===== config.mk =====
export PLATFORM = sky130hd
export DESIGN_NAME = vedic_mul_sched
export DESIGN_NICKNAME = d
export VERILOG_FILES = /design/src/rtl/vedic_pkg.sv /design/src/rtl/vedic_8bit.sv /design/src/rtl/vedic_mul_sched.sv
export SDC_FILE = /design/constraint.sdc
export NUM_CORES = 1
export LEC_CHECK = 0
export BUFFER_PORTS_ARGS = -buffer_cell sky130_fd_sc_hd__buf_2
export CORE_MARGIN = 3
export CORE_UTILIZATION = 45
export DETAILED_ROUTE_END_ITERATION = 8
export GPL_TIMING_DRIVEN = 0
export MAX_ROUTING_LAYER = met4
export SLEW_MARGIN = 20
export SYNTH_ARGS = -nofsm -noshare
export SYNTH_HDL_FRONTEND = slang
export SYNTH_SLANG_ARGS = --single-unit

===== constraint.sdc =====
create_clock -name clk -period 19.1 [get_ports clk]
set_input_delay 1.91 -clock clk [delete_from_list [all_inputs] [get_ports clk]]
set_output_delay 1.91 -clock clk [all_outputs]
set_load 0.02 [all_outputs]

===== src/rtl/vedic_pkg.sv =====
// rtl/vedic_pkg.sv - shared widths and FSM state encoding for the scheduled Vedic multiplier
package vedic_pkg;

    localparam int OP_W   = 16;
    localparam int HALF_W = 8;
    localparam int PROD_W = 32;

    localparam logic [1:0] IDLE = 2'd0;
    localparam logic [1:0] MUL  = 2'd1;
    localparam logic [1:0] DONE = 2'd2;

endpackage


===== src/rtl/vedic_8bit.sv =====
// rtl/vedic_8bit.sv - combinational 8x8 unsigned partial-product unit
module vedic_8bit
    import vedic_pkg::*;
(
    input  logic [HALF_W-1:0]   i_x,
    input  logic [HALF_W-1:0]   i_y,
    output logic [2*HALF_W-1:0] o_pp
);

    logic [7:0] w_ll;
    logic [7:0] w_lh;
    logic [7:0] w_hl;
    logic [7:0] w_hh;
    logic [8:0] w_cross;

    // Vertically-and-crosswise over nibbles: the two cross terms share one weight.
    assign w_ll    = {4'b0, i_x[3:0]} * {4'b0, i_y[3:0]};
    assign w_lh    = {4'b0, i_x[3:0]} * {4'b0, i_y[7:4]};
    assign w_hl    = {4'b0, i_x[7:4]} * {4'b0, i_y[3:0]};
    assign w_hh    = {4'b0, i_x[7:4]} * {4'b0, i_y[7:4]};
    assign w_cross = {1'b0, w_lh} + {1'b0, w_hl};

    assign o_pp = {8'b0, w_ll} + {3'b0, w_cross, 4'b0} + {w_hh, 8'b0};

endmodule


===== src/rtl/vedic_mul_sched.sv =====
// rtl/vedic_mul_sched.sv - 16x16 multiplier sequencing four 8x8 partial products through one shared unit
module vedic_mul_sched
    import vedic_pkg::*;
#(
    parameter bit BYPASS_ZERO = 1'b1
) (
    input  logic              clk,
    input  logic              rst_n,
    input  logic              in_valid,
    output logic              in_ready,
    input  logic [OP_W-1:0]   a,
    input  logic [OP_W-1:0]   b,
    output logic              out_valid,
    input  logic              out_ready,
    output logic [PROD_W-1:0] p,
    output logic              busy
);

    logic [1:0]          r_state;
    logic [1:0]          r_step;
    logic [PROD_W-1:0]   r_acc;
    logic [OP_W-1:0]     r_a;
    logic [OP_W-1:0]     r_b;

    logic [HALF_W-1:0]   w_x;
    logic [HALF_W-1:0]   w_y;
    logic [2*HALF_W-1:0] w_pp;
    logic [PROD_W-1:0]   w_pp_shifted;
    logic [PROD_W-1:0]   w_acc_next;
    logic                w_zero_op;

    always_comb begin
        w_x = r_a[HALF_W-1:0];
        w_y = r_b[HALF_W-1:0];
        case (r_step)
            2'd0: begin w_x = r_a[HALF_W-1:0];    w_y = r_b[HALF_W-1:0];    end
            2'd1: begin w_x = r_a[OP_W-1:HALF_W]; w_y = r_b[HALF_W-1:0];    end
            2'd2: begin w_x = r_a[HALF_W-1:0];    w_y = r_b[OP_W-1:HALF_W]; end
            default: begin w_x = r_a[OP_W-1:HALF_W]; w_y = r_b[OP_W-1:HALF_W]; end
        endcase
    end

    vedic_8bit u_pp (
        .i_x  (w_x),
        .i_y  (w_y),
        .o_pp (w_pp)
    );

    always_comb begin
        w_pp_shifted = {16'b0, w_pp};
        case (r_step)
            2'd0:    w_pp_shifted = {16'b0, w_pp};
            2'd1,
            2'd2:    w_pp_shifted = {8'b0, w_pp, 8'b0};
            default: w_pp_shifted = {w_pp, 16'b0};
        endcase
    end

    // Step 0 loads rather than accumulates, so no separate clear cycle is needed.
    assign w_acc_next = (r_step == 2'd0) ? w_pp_shifted : (r_acc + w_pp_shifted);
    assign w_zero_op  = (a == '0) || (b == '0);

    always_ff @(posedge clk or negedge rst_n) begin
        if (!rst_n) begin
            r_state <= IDLE;
            r_step  <= 2'd0;
            r_acc   <= '0;
            r_a     <= '0;
            r_b     <= '0;
        end else begin
            case (r_state)
                IDLE: begin
                    if (in_valid) begin
                        r_a    <= a;
                        r_b    <= b;
                        r_step <= 2'd0;
                        if (BYPASS_ZERO && w_zero_op) begin
                            r_acc   <= '0;
                            r_state <= DONE;
                        end else begin
                            r_state <= MUL;
                        end
                    end
                end
                MUL: begin
                    r_acc  <= w_acc_next;
                    r_step <= r_step + 2'd1;
                    if (r_step == 2'd3) begin
                        r_state <= DONE;
                    end
                end
                DONE: begin
                    if (out_ready) begin
                        r_state <= IDLE;
                    end
                end
                default: r_state <= IDLE;
            endcase
        end
    end

    // Gating with rst_n keeps in_ready low for the whole reset pulse.
    assign in_ready  = rst_n && (r_state == IDLE);
    assign out_valid = (r_state == DONE);
    assign busy      = (r_state != IDLE);
    assign p         = r_acc;

endmodule


==> results.cfg <==
[timing]
setup_viol = 0
skew_ns = 0.008907
tightest_slew_ns = 0.9385
rsz0062_at_grt = false
period_minus_slack_ns = 10.57
fin_setup_tns_ns = 0
max_freq_ghz = 0.09465
hold_viol_final = 0
slew_viol_final = 0
max_slew_margin = 0.3565
period_share = 0.5532

[run]
maxCapViolations = 0

[drt]
firstDrtPassIters = 6
ant_nets = 0
vias_per_cell = 5.658
wl_um = 19310
drtIter0Drc = 274
routedWlPerCell_um = 17.40
drc = 0
vias = 6280

[floorplan]
start_util = 0.4696
boundaryPins = 71
die_w_um = 133.3
die_h_um = 133.3
rows = 45
core_um2 = 15540
dieArea_um2 = 17780

[setup_path]
arrival_ns = 10.84
timing.rr.start = r_step[0]
cp_slowest_cell = mux2i_1
endpoint_kind = register
required_ns = 19.37
cp_slowest_stage_delay_ns = 0.87
cpMostUsedCell = fa_1
critPathMaxFanout = 8
critPathLaunchType = register
crit_type = reg2reg
worstSetupStartpoint = r_step[0]

[logic_synthesis]
synth_nets = 968
synth_most_common_cell = ha_1
synthDominantCellAreaShare = 0.2332
yosysSeqAreaShare = 0.2332
yosysWarnings = 0
synth_area_leaders = dfrtp_1 23%, ha_1 15%, fa_1 8.5%
yosysUniqueCellTypes = 69
synth.cell_area_um2 = 7297
synth_enable_flop_cells = 0
async_reset_ff_frac = 1.000
synthCells = 812
synthFlopType = dfrtp_1
ys_top_cells_by_count = 89 x ha_1, 86 x nor2_1, 78 x inv_1
synth-seq-cells = 68
synth.avg_cell_area_um2 = 8.986
synth_top_cell_by_area = dfrtp_1

[clock_tree]
postCtsHoldBufs = 0
htree_num_levels = 3
clk_pin_slew_worst_paths_ns = 0.05
cts-buffers-inserted = 9
root_buffer = clkbuf_16
post_cts_buffers = 0
clk_path_buf_depth = 2
cts.repair.resized = 0
clock_latency_ns = 0.34
cts_tree = done
cts_sinks = 68

[min_path]
min_from = r_state[1]
hold_class = reg2reg

[global_routing]
grt_first_pass_wirelength_um = 31710
grt_antenna_before_repair = 0
grt_usage = 0.2277
grt_max_degree = 46
grt_overflow = 0
grt_pass1_vias = 6379

[final_layout]
regArea_um2 = 1702
nFillCells = 1504
diodes = 0
num-nets-final = 1050
drive_above_1_share = 0.1880
multiInputGateArea_um2 = 5214
synthToLayoutAreaGrowth_pct = 13.08

[outcome]
status = finished, final reports clean

[place]
dp_hpwl_um = 15290
routabilityCongestion = 0.9117
portBuffers = 70
-- metrics by stage --
step                      setup WS [ns]  std cells    util  instance area, um2  hold WS, ns
after floorplan                   9.883        812       -                7297       0.4605
after global placement            8.400       1093  0.5091                7911       0.4793
after detailed placement          8.548       1094  0.5115                7949       0.4937
after CTS                         8.489       1110  0.5310                8252       0.5011
after global routing              7.879       1110  0.5310                8252       0.5213
final                             8.535       1110  0.5310                8252       0.5030
-- sequential cells by signal (all words and copies together), names as in the netlist --
| signal | count |
|---|---|
| r_step | 2 |
| p | 32 |
| r_b | 16 |
| r_state | 2 |
| r_a | 16 |
-- final cells by class --
class | instances | share of cell area
timing repair buffer | 71 | 0.04610
clock inverter | 6 | 0.007733
tap | 211 | 0.03199
multi-input combinational | 644 | 0.6318
sequential | 68 | 0.2062
buffer | 22 | 0.01168
clock buffer | 10 | 0.02896
inverter | 78 | 0.03548
-- per-layer routing --
| layer | vias to the layer above | GRT usage | routed length [um] |
|---|---|---|---|
| li1 | 3019 | - | - |
| met1 | 3040 | 0.3113 | 8917 |
| met2 | 195 | 0.3603 | 8887 |
| met3 | 26 | 0.03663 | 1235 |
| met4 | 0 | 0.04743 | 269 |
| met5 | - | - | 0 |
-- worst paths after layout --
kind,to,slack (ns),depth (start not counted)
setup / recovery,p[30],8.53,35
hold / removal,r_state[0],0.50,1
setup reg to reg,p[30],8.53,35
hold reg to reg,r_state[0],0.50,1
max in group asynchronous,p[27],17.06,2
min in group asynchronous,p[13],1.49,1
-- worst max-delay path: cells and delay by family, from the launching register on --
kind	cells	cell delay, ns
AOI/OAI and AO/OA	9	2.06
xor gates and xnor gates	1	0.26
adders and majority gates	11	4.56
buffers and inverters	5	0.42
DFF	1	0.44
muxes	1	0.87
and+or+nand+nor	8	1.88
-- placed cells by master (no fill, tap or decap), drive strengths merged, types with 3 or more instances in the layout --
master,n
ha,89
nor2,86
inv,78
buf,78
dfrtp,68
a21oi,49
o21ai,42
nand2,38
mux2,32
fa,31
xnor2,30
clkbuf,25
or2,22
xor2,18
a21o,18
mux2i,18
a22o,15
and2,14
nand3,13
nor4,10
nor3,9
o211ai,9
nor2b,8
o21a,8
nand2b,8
a22oi,8
nand4,8
o21bai,8
o22ai,5
a31o,5
a211oi,5
or3,4
and4,3
o31ai,3
a31oi,3
and3,3
clkinv,3
-- cells by family after synthesis --
kind of cell    count (synthesis)  synth area share
compound gates                196            0.1883
simple gates                  229            0.1540
flops                          68            0.2332
mux                            50           0.07407
fa+ha+maj                     121            0.2395
buf+inv                       100           0.05333
xor+xnor                       48           0.05761
Power is left out: the tool's default activity adds up to more than one toggle a clock period on the data nets, which glitch-free logic cannot reach.
